[config.mk]
export PLATFORM = sky130hd
export DESIGN_NAME = bpu_update_queue_flat
export DESIGN_NICKNAME = d
export VERILOG_FILES = /design/src/rtl/bpu_update_queue_if.sv /design/src/rtl/bpu_update_queue.sv /design/src/flat_wrapper.sv
export SDC_FILE = /design/constraint.sdc
export NUM_CORES = 1
export LEC_CHECK = 0
export BUFFER_PORTS_ARGS = -buffer_cell sky130_fd_sc_hd__buf_2
export CORE_UTILIZATION = 27
export CTS_BUF_LIST = sky130_fd_sc_hd__clkbuf_16
export DETAILED_ROUTE_END_ITERATION = 12
export SLEW_MARGIN = 20
export SYNTH_ARGS = -nofsm -noshare
export SYNTH_HDL_FRONTEND = slang
export SYNTH_SLANG_ARGS = --single-unit
[constraint.sdc]
create_clock -name clk -period 13.1 [get_ports clk]
set_input_delay 1.965 -clock clk [delete_from_list [all_inputs] [get_ports clk]]
set_output_delay 1.965 -clock clk [all_outputs]
set_load 0.005 [all_outputs]
[src/rtl/bpu_update_queue_if.sv]
// Signal bundle between predecode/EXU/BPU and the branch-update queue.
// Predecode handshake: a record transfers on a rising clk edge when i_pd_vld & o_pd_rdy; o_pd_rdy never depends on i_pd_vld, and the EXU and BPU sides have no backpressure.
interface bpu_update_queue_if #(
    parameter int PC_W      = 32,
    parameter int BTB_IDX_W = 4,
    parameter int PHT_IDX_W = 8
);
    logic                 i_flush;
    logic                 i_pd_vld;
    logic                 o_pd_rdy;
    logic                 i_pd_btb_match;
    logic                 i_pd_pred_taken;
    logic                 i_pd_is_cond;
    logic                 i_pd_btb_type;
    logic [PC_W-1:0]      i_pd_br_pc;
    logic [BTB_IDX_W-1:0] i_pd_btb_idx;
    logic [PHT_IDX_W-1:0] i_pd_pht_idx;
    logic [1:0]           i_pd_pht_entry;
    logic                 i_exu_res_vld;
    logic                 i_exu_res_taken;
    logic [PC_W-1:0]      i_exu_res_taddr;
    logic                 o_iq_bpu_vld;
    logic                 o_iq_bpu_taken;
    logic                 o_iq_bpu_new_br;
    logic                 o_iq_bpu_btb_type;
    logic                 o_iq_bpu_alias_err;
    logic                 o_iq_bpu_tsucc;
    logic [PC_W-1:0]      o_iq_bpu_btb_addr;
    logic [PC_W-1:0]      o_iq_bpu_btb_taddr;
    logic [BTB_IDX_W-1:0] o_iq_bpu_btb_idx;
    logic [PHT_IDX_W-1:0] o_iq_bpu_pht_idx;
    logic [1:0]           o_iq_bpu_pht_entry;
    logic                 o_upq_empty;
    logic                 o_upq_full;
    logic                 o_upq_underflow;

    modport master (
        output i_flush, i_pd_vld, i_pd_btb_match, i_pd_pred_taken, i_pd_is_cond,
               i_pd_btb_type, i_pd_br_pc, i_pd_btb_idx, i_pd_pht_idx, i_pd_pht_entry,
               i_exu_res_vld, i_exu_res_taken, i_exu_res_taddr,
        input  o_pd_rdy, o_iq_bpu_vld, o_iq_bpu_taken, o_iq_bpu_new_br,
               o_iq_bpu_btb_type, o_iq_bpu_alias_err, o_iq_bpu_tsucc,
               o_iq_bpu_btb_addr, o_iq_bpu_btb_taddr, o_iq_bpu_btb_idx,
               o_iq_bpu_pht_idx, o_iq_bpu_pht_entry, o_upq_empty, o_upq_full,
               o_upq_underflow
    );

    modport slave (
        input  i_flush, i_pd_vld, i_pd_btb_match, i_pd_pred_taken, i_pd_is_cond,
               i_pd_btb_type, i_pd_br_pc, i_pd_btb_idx, i_pd_pht_idx, i_pd_pht_entry,
               i_exu_res_vld, i_exu_res_taken, i_exu_res_taddr,
        output o_pd_rdy, o_iq_bpu_vld, o_iq_bpu_taken, o_iq_bpu_new_br,
               o_iq_bpu_btb_type, o_iq_bpu_alias_err, o_iq_bpu_tsucc,
               o_iq_bpu_btb_addr, o_iq_bpu_btb_taddr, o_iq_bpu_btb_idx,
               o_iq_bpu_pht_idx, o_iq_bpu_pht_entry, o_upq_empty, o_upq_full,
               o_upq_underflow
    );
endinterface

[src/rtl/bpu_update_queue.sv]
// In-order queue of predecode branch records; each EXU resolution pops the head
// and emits one registered BPU training beat.
module bpu_update_queue #(
    parameter int DEPTH     = 8,
    parameter int PC_W      = 32,
    parameter int BTB_IDX_W = 4,
    parameter int PHT_IDX_W = 8
) (
    input logic               clk,
    input logic               rst_n,
    bpu_update_queue_if.slave bus
);
    localparam int AW = $clog2(DEPTH);
    localparam int CW = AW + 1;

    typedef struct packed {
        logic                 btb_match;
        logic                 pred_taken;
        logic                 is_cond;
        logic                 btb_type;
        logic [PC_W-1:0]      br_pc;
        logic [BTB_IDX_W-1:0] btb_idx;
        logic [PHT_IDX_W-1:0] pht_idx;
        logic [1:0]           pht_entry;
    } entry_t;

    entry_t mem_q [DEPTH];

    logic [AW-1:0] wr_ptr_q, wr_ptr_d;
    logic [AW-1:0] rd_ptr_q, rd_ptr_d;
    logic [CW-1:0] count_q, count_d;

    logic                 vld_q, taken_q, new_br_q, btb_type_q, alias_err_q, tsucc_q;
    logic [PC_W-1:0]      btb_addr_q, btb_taddr_q;
    logic [BTB_IDX_W-1:0] btb_idx_q;
    logic [PHT_IDX_W-1:0] pht_idx_q;
    logic [1:0]           pht_entry_q;
    logic                 underflow_q;

    logic   empty, full, push, pop, underflow, beat_vld;
    entry_t wr_entry, head;

    // Status comes from the registered count only, so ready never sees a same-cycle pop.
    assign empty = (count_q == '0);
    assign full  = (count_q == CW'(DEPTH));

    assign push      = bus.i_pd_vld & ~full & ~bus.i_flush;
    assign pop       = bus.i_exu_res_vld & ~empty & ~bus.i_flush;
    assign underflow = bus.i_exu_res_vld & empty & ~bus.i_flush;

    assign head     = mem_q[rd_ptr_q];
    assign beat_vld = pop & (head.btb_match | bus.i_exu_res_taken);

    assign wr_entry = '{
        btb_match:  bus.i_pd_btb_match,
        pred_taken: bus.i_pd_pred_taken,
        is_cond:    bus.i_pd_is_cond,
        btb_type:   bus.i_pd_btb_type,
        br_pc:      bus.i_pd_br_pc,
        btb_idx:    bus.i_pd_btb_idx,
        pht_idx:    bus.i_pd_pht_idx,
        pht_entry:  bus.i_pd_pht_entry
    };

    always_comb begin
        wr_ptr_d = wr_ptr_q;
        rd_ptr_d = rd_ptr_q;
        count_d  = count_q;
        if (bus.i_flush) begin
            wr_ptr_d = '0;
            rd_ptr_d = '0;
            count_d  = '0;
        end else begin
            if (push) wr_ptr_d = wr_ptr_q + AW'(1);
            if (pop)  rd_ptr_d = rd_ptr_q + AW'(1);
            case ({push, pop})
                2'b10:   count_d = count_q + CW'(1);
                2'b01:   count_d = count_q - CW'(1);
                default: count_d = count_q;
            endcase
        end
    end

    always_ff @(posedge clk) begin
        if (push) mem_q[wr_ptr_q] <= wr_entry;
    end

    always_ff @(posedge clk or negedge rst_n) begin
        if (!rst_n) begin
            wr_ptr_q <= '0;
            rd_ptr_q <= '0;
            count_q  <= '0;
        end else begin
            wr_ptr_q <= wr_ptr_d;
            rd_ptr_q <= rd_ptr_d;
            count_q  <= count_d;
        end
    end

    // Beat payload only moves when a beat is issued; otherwise the last beat is held.
    always_ff @(posedge clk or negedge rst_n) begin
        if (!rst_n) begin
            vld_q       <= 1'b0;
            underflow_q <= 1'b0;
            taken_q     <= 1'b0;
            new_br_q    <= 1'b0;
            btb_type_q  <= 1'b0;
            alias_err_q <= 1'b0;
            tsucc_q     <= 1'b0;
            btb_addr_q  <= '0;
            btb_taddr_q <= '0;
            btb_idx_q   <= '0;
            pht_idx_q   <= '0;
            pht_entry_q <= '0;
        end else begin
            vld_q       <= beat_vld;
            underflow_q <= underflow;
            if (beat_vld) begin
                taken_q     <= head.pred_taken;
                new_br_q    <= ~head.btb_match & bus.i_exu_res_taken;
                btb_type_q  <= head.btb_match ? head.btb_type : head.is_cond;
                alias_err_q <= head.btb_match & (head.btb_type != head.is_cond);
                tsucc_q     <= bus.i_exu_res_taken;
                btb_addr_q  <= head.br_pc;
                btb_taddr_q <= bus.i_exu_res_taddr;
                btb_idx_q   <= head.btb_idx;
                pht_idx_q   <= head.pht_idx;
                pht_entry_q <= head.pht_entry;
            end
        end
    end

    assign bus.o_pd_rdy           = ~full;
    assign bus.o_upq_empty        = empty;
    assign bus.o_upq_full         = full;
    assign bus.o_upq_underflow    = underflow_q;
    assign bus.o_iq_bpu_vld       = vld_q;
    assign bus.o_iq_bpu_taken     = taken_q;
    assign bus.o_iq_bpu_new_br    = new_br_q;
    assign bus.o_iq_bpu_btb_type  = btb_type_q;
    assign bus.o_iq_bpu_alias_err = alias_err_q;
    assign bus.o_iq_bpu_tsucc     = tsucc_q;
    assign bus.o_iq_bpu_btb_addr  = btb_addr_q;
    assign bus.o_iq_bpu_btb_taddr = btb_taddr_q;
    assign bus.o_iq_bpu_btb_idx   = btb_idx_q;
    assign bus.o_iq_bpu_pht_idx   = pht_idx_q;
    assign bus.o_iq_bpu_pht_entry = pht_entry_q;
endmodule

[src/flat_wrapper.sv]
// flat-port wrapper written by rule: the top's interface ports become plain ports
module bpu_update_queue_flat 
#(
    parameter int DEPTH     = 8,
    parameter int PC_W      = 32,
    parameter int BTB_IDX_W = 4,
    parameter int PHT_IDX_W = 8
)
  (clk, rst_n, bus_i_flush, bus_i_pd_vld, bus_i_pd_btb_match, bus_i_pd_pred_taken, bus_i_pd_is_cond, bus_i_pd_btb_type, bus_i_pd_br_pc, bus_i_pd_btb_idx, bus_i_pd_pht_idx, bus_i_pd_pht_entry, bus_i_exu_res_vld, bus_i_exu_res_taken, bus_i_exu_res_taddr, bus_o_pd_rdy, bus_o_iq_bpu_vld, bus_o_iq_bpu_taken, bus_o_iq_bpu_new_br, bus_o_iq_bpu_btb_type, bus_o_iq_bpu_alias_err, bus_o_iq_bpu_tsucc, bus_o_iq_bpu_btb_addr, bus_o_iq_bpu_btb_taddr, bus_o_iq_bpu_btb_idx, bus_o_iq_bpu_pht_idx, bus_o_iq_bpu_pht_entry, bus_o_upq_empty, bus_o_upq_full, bus_o_upq_underflow);
  bpu_update_queue_if #(.PC_W(PC_W), .BTB_IDX_W(BTB_IDX_W), .PHT_IDX_W(PHT_IDX_W)) bus_i ();
  input logic clk;
  input logic rst_n;
  input wire logic [$bits(bus_i.i_flush)-1:0] bus_i_flush;
  input wire logic [$bits(bus_i.i_pd_vld)-1:0] bus_i_pd_vld;
  input wire logic [$bits(bus_i.i_pd_btb_match)-1:0] bus_i_pd_btb_match;
  input wire logic [$bits(bus_i.i_pd_pred_taken)-1:0] bus_i_pd_pred_taken;
  input wire logic [$bits(bus_i.i_pd_is_cond)-1:0] bus_i_pd_is_cond;
  input wire logic [$bits(bus_i.i_pd_btb_type)-1:0] bus_i_pd_btb_type;
  input wire logic [$bits(bus_i.i_pd_br_pc)-1:0] bus_i_pd_br_pc;
  input wire logic [$bits(bus_i.i_pd_btb_idx)-1:0] bus_i_pd_btb_idx;
  input wire logic [$bits(bus_i.i_pd_pht_idx)-1:0] bus_i_pd_pht_idx;
  input wire logic [$bits(bus_i.i_pd_pht_entry)-1:0] bus_i_pd_pht_entry;
  input wire logic [$bits(bus_i.i_exu_res_vld)-1:0] bus_i_exu_res_vld;
  input wire logic [$bits(bus_i.i_exu_res_taken)-1:0] bus_i_exu_res_taken;
  input wire logic [$bits(bus_i.i_exu_res_taddr)-1:0] bus_i_exu_res_taddr;
  output wire logic [$bits(bus_i.o_pd_rdy)-1:0] bus_o_pd_rdy;
  output wire logic [$bits(bus_i.o_iq_bpu_vld)-1:0] bus_o_iq_bpu_vld;
  output wire logic [$bits(bus_i.o_iq_bpu_taken)-1:0] bus_o_iq_bpu_taken;
  output wire logic [$bits(bus_i.o_iq_bpu_new_br)-1:0] bus_o_iq_bpu_new_br;
  output wire logic [$bits(bus_i.o_iq_bpu_btb_type)-1:0] bus_o_iq_bpu_btb_type;
  output wire logic [$bits(bus_i.o_iq_bpu_alias_err)-1:0] bus_o_iq_bpu_alias_err;
  output wire logic [$bits(bus_i.o_iq_bpu_tsucc)-1:0] bus_o_iq_bpu_tsucc;
  output wire logic [$bits(bus_i.o_iq_bpu_btb_addr)-1:0] bus_o_iq_bpu_btb_addr;
  output wire logic [$bits(bus_i.o_iq_bpu_btb_taddr)-1:0] bus_o_iq_bpu_btb_taddr;
  output wire logic [$bits(bus_i.o_iq_bpu_btb_idx)-1:0] bus_o_iq_bpu_btb_idx;
  output wire logic [$bits(bus_i.o_iq_bpu_pht_idx)-1:0] bus_o_iq_bpu_pht_idx;
  output wire logic [$bits(bus_i.o_iq_bpu_pht_entry)-1:0] bus_o_iq_bpu_pht_entry;
  output wire logic [$bits(bus_i.o_upq_empty)-1:0] bus_o_upq_empty;
  output wire logic [$bits(bus_i.o_upq_full)-1:0] bus_o_upq_full;
  output wire logic [$bits(bus_i.o_upq_underflow)-1:0] bus_o_upq_underflow;
  assign bus_i.i_flush = bus_i_flush;
  assign bus_i.i_pd_vld = bus_i_pd_vld;
  assign bus_i.i_pd_btb_match = bus_i_pd_btb_match;
  assign bus_i.i_pd_pred_taken = bus_i_pd_pred_taken;
  assign bus_i.i_pd_is_cond = bus_i_pd_is_cond;
  assign bus_i.i_pd_btb_type = bus_i_pd_btb_type;
  assign bus_i.i_pd_br_pc = bus_i_pd_br_pc;
  assign bus_i.i_pd_btb_idx = bus_i_pd_btb_idx;
  assign bus_i.i_pd_pht_idx = bus_i_pd_pht_idx;
  assign bus_i.i_pd_pht_entry = bus_i_pd_pht_entry;
  assign bus_i.i_exu_res_vld = bus_i_exu_res_vld;
  assign bus_i.i_exu_res_taken = bus_i_exu_res_taken;
  assign bus_i.i_exu_res_taddr = bus_i_exu_res_taddr;
  assign bus_o_pd_rdy = bus_i.o_pd_rdy;
  assign bus_o_iq_bpu_vld = bus_i.o_iq_bpu_vld;
  assign bus_o_iq_bpu_taken = bus_i.o_iq_bpu_taken;
  assign bus_o_iq_bpu_new_br = bus_i.o_iq_bpu_new_br;
  assign bus_o_iq_bpu_btb_type = bus_i.o_iq_bpu_btb_type;
  assign bus_o_iq_bpu_alias_err = bus_i.o_iq_bpu_alias_err;
  assign bus_o_iq_bpu_tsucc = bus_i.o_iq_bpu_tsucc;
  assign bus_o_iq_bpu_btb_addr = bus_i.o_iq_bpu_btb_addr;
  assign bus_o_iq_bpu_btb_taddr = bus_i.o_iq_bpu_btb_taddr;
  assign bus_o_iq_bpu_btb_idx = bus_i.o_iq_bpu_btb_idx;
  assign bus_o_iq_bpu_pht_idx = bus_i.o_iq_bpu_pht_idx;
  assign bus_o_iq_bpu_pht_entry = bus_i.o_iq_bpu_pht_entry;
  assign bus_o_upq_empty = bus_i.o_upq_empty;
  assign bus_o_upq_full = bus_i.o_upq_full;
  assign bus_o_upq_underflow = bus_i.o_upq_underflow;
  bpu_update_queue #(.DEPTH(DEPTH), .PC_W(PC_W), .BTB_IDX_W(BTB_IDX_W), .PHT_IDX_W(PHT_IDX_W)) u_core (.clk(clk), .rst_n(rst_n), .bus(bus_i));
endmodule
==> impl_metrics.json, run 1 <==
{
  "die_area_mm2": 0.07209,
  "viasPerCell": 4.301,
  "clockBufferDepth": 3,
  "reg2reg_from": "u_core.rd_ptr_q[0]$_DFFE_PN0P_",
  "skew_ns": 0.03251,
  "grt_first_pass_wirelength_um": 60360,
  "antenna_found_initial": 11,
  "cts_resized": 0,
  "numCtsBuffers": 53,
  "cp-start-kind": "flip-flop",
  "synthesis.nets": 941,
  "drive_gt1_share_pct": 46.86,
  "cp_max_fo": 44,
  "max-vdd-ir-drop_v": 0.00008421,
  "start_util_pct": 27.34,
  "ys_types": 40,
  "cp_cell_sequence": "buf_4 -> mux2i_1 -> and3_1 -> nor4_2 -> o21a_4 -> buf_4 -> mux2_2",
  "crit_required_ns": 13.58,
  "fp.coreArea_mm2": 0.07015,
  "overflow": 0,
  "cts_hold_buf": 0,
  "maxCapViolations": 0,
  "cp_common_cell": "buf_4",
  "grt_max_degree": 65,
  "p_per_area_mw_per_mm2": 193.9,
  "crit_path_end_kind": "flip-flop",
  "power_mw": 4.449,
  "p_leak_nw": 7.944,
  "worst_path_max_delay_cell": "o21a_4",
  "finalSetupTns_ns": 0,
  "whs_ns": 0.5005,
  "cts_max_level": 2,
  "fmax_mhz": 205.9,
  "instances_no_fill": 2042,
  "worstHoldStart": "u_core.bus.o_iq_bpu_btb_addr[0]$_DFFE_PN0P_",
  "ys_warn_count": 0,
  "synth_ff_type": "edfxtp_1",
  "port_buffers": 175,
  "areaGrowthSynthToFinish_pct": 19.67,
  "grt_setup_unrepaired": "no",
  "wirelength_um": 41030,
  "synthArstFlopShare_pct": 19.19,
  "wl_per_cell_um": 20.09,
  "setup-violations-final": 0,
  "run_status": "complete, no violations",
  "crit_family": "buffers and inverters",
  "slew_headroom_pct": 33.77,
  "pre_cts_ws_ns": 8.071,
  "finalCritPeriodShare_pct": 37.07,
  "chipHeight_um": 268.5,
  "slew_violations": 0,
  "cts_tree": "done",
  "synth-seq-cells": 495,
  "ant_nets": 0,
  "first_pass_iters": 5,
  "die_x_um": 268.5,
  "post_cts_buffers": 0,
  "cp.arrival_ns": 5.34,
  "cts_sinks": 495,
  "worst_slew_pin_slew_ns": 0.9934,
  "rows": 97,
  "dp_cells": 1939,
  "io_pins": 176,
  "nNetsFinal": 1146,
  "synth_seq_area_share_pct": 75.04,
  "worstSkewPairLatency_ns": 0.61,
  "cpPeakStageDelay_ns": 0.85,
  "min_path_cells": 1,
  "drt_iter0_drc": 588,
  "synth_edf_count": 400,
  "dp_hpwl_um": 22330,
  "synth.cell_area_mm2": 0.01918,
  "path_buf_inv": 2,
  "hold_viol": 0,
  "regToRegSetupSlack_ns": 8.24,
  "drc_errors": 0,
  "r2r-end": "u_core.bus.o_iq_bpu_pht_entry[0]$_DFFE_PN0P_",
  "clk_pin_slew_ns": 0.06,
  "gr-usage-all-layers_pct": 11.35,
  "hp-class": "flip-flop to flip-flop",
  "synth.avg_cell_area_um2": 22.59,
  "grt_pass1_vias": 9430,
  "dr_total_vias": 8782,
  "cts_root_buffer": "clkbuf_16",
  "path_class": "flip-flop to flip-flop",
  "synthCells": 849,
  "hold_path_end": "u_core.bus.o_iq_bpu_btb_addr[0]$_DFFE_PN0P_",
  "worst_slack_ns": 8.243,
  "fin_crit_ns": 4.857,
  "routabilityCongestion": 0.6703,
  "reg2reg_depth": 7
}
## how the worst max path moves through the flow
stage                                    from                                           end  slack [ns]  cells after the start
3_5_place_dp   u_core.rd_ptr_q[0]$_DFFE_PN0P_  u_core.bus.o_iq_bpu_pht_entry[0]$_DFFE_PN0P_        8.07                      7
2_1_floorplan                    bus_i_pd_vld                  u_core.mem_q[0][0]$_DFFE_PP_        6.40                      4
5_1_grt        u_core.rd_ptr_q[0]$_DFFE_PN0P_  u_core.bus.o_iq_bpu_pht_entry[0]$_DFFE_PN0P_        7.82                      7
4_1_cts        u_core.rd_ptr_q[0]$_DFFE_PN0P_  u_core.bus.o_iq_bpu_pht_entry[0]$_DFFE_PN0P_        8.04                      7
6_report       u_core.rd_ptr_q[0]$_DFFE_PN0P_  u_core.bus.o_iq_bpu_pht_entry[0]$_DFFE_PN0P_        8.24                      7
3_3_place_gp   u_core.rd_ptr_q[0]$_DFFE_PN0P_  u_core.bus.o_iq_bpu_pht_entry[0]$_DFFE_PN0P_        8.13                      7
## where the power goes
group | switching [mW] | total (mW) | internal [mW]
Clock | 0.625 | 1.52 | 0.891
Combinational | 0.374 | 0.944 | 0.570
Sequential | 0.123 | 1.99 | 1.87
Total | 1.12 | 4.45 | 3.33
## worst register-to-register path: stages (launching register included)
cell and delay, ns:
dfrtp_4 0.84, buf_4 0.77, mux2i_1 0.16, and3_1 0.22, nor4_2 0.64, o21a_4 0.85
buf_4 0.83, mux2_2 0.43
## stage by stage
step | area, um^2 | utilization, %
floorplan | 19180 | -
global placement | 21160 | 30.16
detailed placement | 21160 | 30.16
CTS | 22940 | 32.70
global route | 22940 | 32.71
finish | 22950 | 32.71
## flip-flops by register name, summed over array words and instances (netlist names), 2 cells and up
register and count:
u_core.wr_ptr_q 3, u_core.rd_ptr_q 3, u_core.mem_q 400, u_core.bus.o_iq_bpu_btb_taddr 32, u_core.bus.o_iq_bpu_pht_entry 2, u_core.bus.o_iq_bpu_btb_idx 4, u_core.bus.o_iq_bpu_btb_addr 32, u_core.bus.o_iq_bpu_pht_idx 8
u_core.count_q 4
## cell type report
| class | count | area, um^2 |
|---|---|---|
| fillers | 6749 | 47200 |
| flip-flops and latches | 495 | 14400 |
| multi-input cells | 310 | 4571 |
| clock buffers | 54 | 1351 |
| well taps | 940 | 1176 |
| repair buffers | 191 | 1002 |
| clock inverters | 46 | 429.2 |
| inverters | 3 | 11.26 |
| diodes | 3 | 7.507 |
## cells in the mapped netlist (all sizes together) (3+ instances only)
master	n	area (um^2)
edfxtp	400	12010
mux2	130	1760
mux4	98	2207
dfrtp	95	2377
buf	25	207.7
nor2	19	71.32
clkbuf	16	60.06
nand2	9	33.78
a21oi	6	30.03
mux2i	5	50.05
xor2	5	43.79
ha	4	50.05
nand3	4	20.02
nand2b	3	18.77
nor3	3	15.01
xnor2	3	26.28
## routing by layer
metal	GRT usage, %	vias to the layer above	wire [um]
li1	-	3874	-
met1	15.35	4599	18580
met2	17.87	217	18990
met3	3.032	78	2506
met4	3.302	14	855
met5	0	-	90
## placed cells by master (no fill, tap or decap), types with 13 or more instances in the layout
cell / instances
nor2_1: 13
clkinv_2: 13
buf_2: 174
buf_4: 16
clkbuf_16: 54
edfxtp_1: 400
mux2_2: 50
mux4_2: 98
dfrtp_1: 92
mux2_4: 79
## cell families after synthesis
group / Yosys count / share of synthesized area (%)
mux: 233 / 20.95
xor+xnor: 8 / 0.3654
buf+inv: 44 / 1.455
fa+ha+maj: 4 / 0.2610
simple gates: 49 / 1.318
compound gates: 16 / 0.6133
flops: 495 / 75.04
(Power assumes the default switching activity.)
==> run 2: changes to the inputs <==
Settings changed: ABC_AREA set to 1.
Clock period 13.1 ns to 4.2 ns, I/O delays scaled along.
==> run 2 against run 1 <==
  * Setup slack got worse by 6.8 ns
  * Worst hold slack worse by 0.47 ns
  * Non-clock buffer count is 6 higher
==> impl_metrics.json, run 2 <==
{
  "wl_per_cell_um": 18.16,
  "setup-violations-final": 0,
  "utilization_pct": 32.47,
  "maxCapViolations": 0,
  "synthArstFlopShare_pct": 19.19,
  "grt_pass1_vias": 12190,
  "synth_area_leader_cell": "edfxtp_1",
  "reg2reg_depth": 9,
  "clk_pin_slew_ns": 0.06,
  "rows": 97,
  "io_pins": 176,
  "path_class": "flip-flop to flip-flop",
  "seqCellArea_mm2": 0.01440,
  "cp_max_fo": 66,
  "dp_hpwl_um": 26930,
  "synthesis.nets": 1690,
  "synthCells": 1598,
  "worstSkewPairLatency_ns": 0.62,
  "ys_warn_count": 0,
  "ant_nets": 0,
  "cp-start-kind": "flip-flop",
  "p_per_area_mw_per_mm2": 585.8,
  "cts_tree": "done",
  "cts_hold_buf": 0,
  "areaGrowthSynthToFinish_pct": 18.99,
  "synth_edf_count": 400,
  "cts_root_buffer": "clkbuf_16",
  "grt_setup_unrepaired": "no",
  "nNetsFinal": 1848,
  "antenna_found_initial": 20,
  "crit_path_end_kind": "flip-flop",
  "ys_types": 23,
  "die_x_um": 268.3,
  "skew_ns": 0.02167,
  "regMostFlops": "u_core.mem_q",
  "multi_input_area_mm2": 0.004358,
  "cp.arrival_ns": 3.33,
  "largest_reg_flops": 400,
  "slew_violations": 0,
  "numCtsBuffers": 51,
  "hold_viol": 0,
  "final_common_cell": "nand2_1",
  "drc_errors": 0,
  "clockBufferDepth": 3,
  "synth_ff_type": "edfxtp_1",
  "gr-usage-all-layers_pct": 13.68,
  "routabilityCongestion": 0.7516,
  "layout_common_cells": "nand2_1 (431), edfxtp_1 (400), nor2_1 (218), o21ai_0 (208), buf_2 (174)",
  "grt_first_pass_wirelength_um": 74410,
  "synth_seq_area_share_pct": 75.16,
  "wirelength_um": 49680,
  "first_pass_iters": 5,
  "post_cts_buffers": 0,
  "dp_cells": 2642,
  "instances_no_fill": 2736,
  "yosysMostFrequentCell": "nand2_1",
  "n_antenna_cell": 0,
  "viasPerCell": 4.549,
  "fill_cells": 6973,
  "slew_headroom_pct": 31.92,
  "finalSetupTns_ns": 0,
  "cts_resized": 0,
  "p_leak_nw": 8.775,
  "chipHeight_um": 268.3,
  "start_util_pct": 27.29,
  "max-vdd-ir-drop_v": 0.0002563,
  "synth_common_cells": "nand2_1 (431), edfxtp_1 (400), nor2_1 (226), o21ai_0 (208), dfrtp_1 (95)",
  "drt_iter0_drc": 1122,
  "port_buffers": 175,
  "die_area_mm2": 0.07197,
  "synth.cell_area_mm2": 0.01914,
  "finalCritPeriodShare_pct": 66.35,
  "fmax_mhz": 358.8,
  "synth-seq-cells": 495,
  "cts_max_level": 2,
  "hp-class": "primary input to async pin",
  "worst_slew_pin_slew_ns": 1.021,
  "fp.coreArea_mm2": 0.07015,
  "synth.avg_cell_area_um2": 11.98,
  "synth_area_leaders": "edfxtp_1 (63%), dfrtp_1 (12%), nand2_1 (8.5%)",
  "drive_gt1_share_pct": 15.76,
  "run_status": "complete, no violations",
  "cts_sinks": 495,
  "fin_crit_ns": 2.787,
  "overflow": 0,
  "crit_required_ns": 4.74,
  "synth_top_area_share_pct": 62.75,
  "dr_total_vias": 12450,
  "grt_max_degree": 183
}
## run 2: final cells by class
type                       instances  area share, %
sequential                       495          63.22
multi-input combinational        987          19.13
clock buffer                      52          5.713
tap                              940          5.163
timing repair buffer             197          4.944
clock inverter                    41          1.406
inverter                          24         0.4230
## run 2: metal layers
metal	vias up	share of wire, %	global-route usage [%]
li1	5888	-	-
met2	379	47	22.29
met4	34	2.0	4.108
met3	104	9.3	4.609
met5	-	0.41	0
met1	6042	42	17.10
## run 2: final timing paths
| check | startpoint | endpoint | slack, ns |
|---|---|---|---|
| worst max-delay path | u_core.rd_ptr_q[0]$_DFFE_PN0P_ | u_core.bus.o_iq_bpu_btb_idx[3]$_DFFE_PN0P_ | 1.41 |
| worst min-delay path | rst_n | u_core.rd_ptr_q[0]$_DFFE_PN0P_ | 0.03 |
| worst max register to register | u_core.rd_ptr_q[0]$_DFFE_PN0P_ | u_core.bus.o_iq_bpu_btb_idx[3]$_DFFE_PN0P_ | 1.41 |
| worst min register to register | u_core.bus.o_iq_bpu_pht_entry[0]$_DFFE_PN0P_ | u_core.bus.o_iq_bpu_pht_entry[0]$_DFFE_PN0P_ | 0.47 |
| max in group asynchronous | rst_n | u_core.bus.o_iq_bpu_btb_addr[23]$_DFFE_PN0P_ | 3.39 |
| min in group clk | bus_i_exu_res_taddr[0] | u_core.bus.o_iq_bpu_btb_taddr[0]$_DFFE_PN0P_ | 0.22 |
## run 2: through the flow
step	worst slack [ns]	power, mW	hold slack (ns)	instance area, um^2
2_1_floorplan	0.6299	7.897	0.3344	19140
3_3_place_gp	1.428	9.030	0.4503	21130
3_5_place_dp	1.388	9.111	0.4534	21130
5_1_grt	1.150	14.14	0.06458	22780
4_1_cts	1.403	13.53	0.04164	22750
6_report	1.413	13.34	0.03278	22780
## run 2: cell families after synthesis
family          share of synthesized area [%]
buf+inv                                 2.451
compound gates                          8.830
simple gates                            13.25
xor+xnor                              0.04576
flops                                   75.16
fa+ha+maj                              0.2614
## run 2: report_power, final
part | switching (mW) | internal, mW
Combinational | 1.84 | 0.983
Sequential | 0.339 | 5.80
Clock | 1.88 | 2.49
## run 2: critical path, cell delays in order, from the launching register on
cell and delay, ns:
dfrtp_4 0.88, inv_6 0.18, o21ai_0 0.20, o21ai_1 0.08, nand2_1 0.10, o21ai_2 0.10
o21ai_4 0.55, buf_12 0.36, nand2_1 0.10, nand2_1 0.07
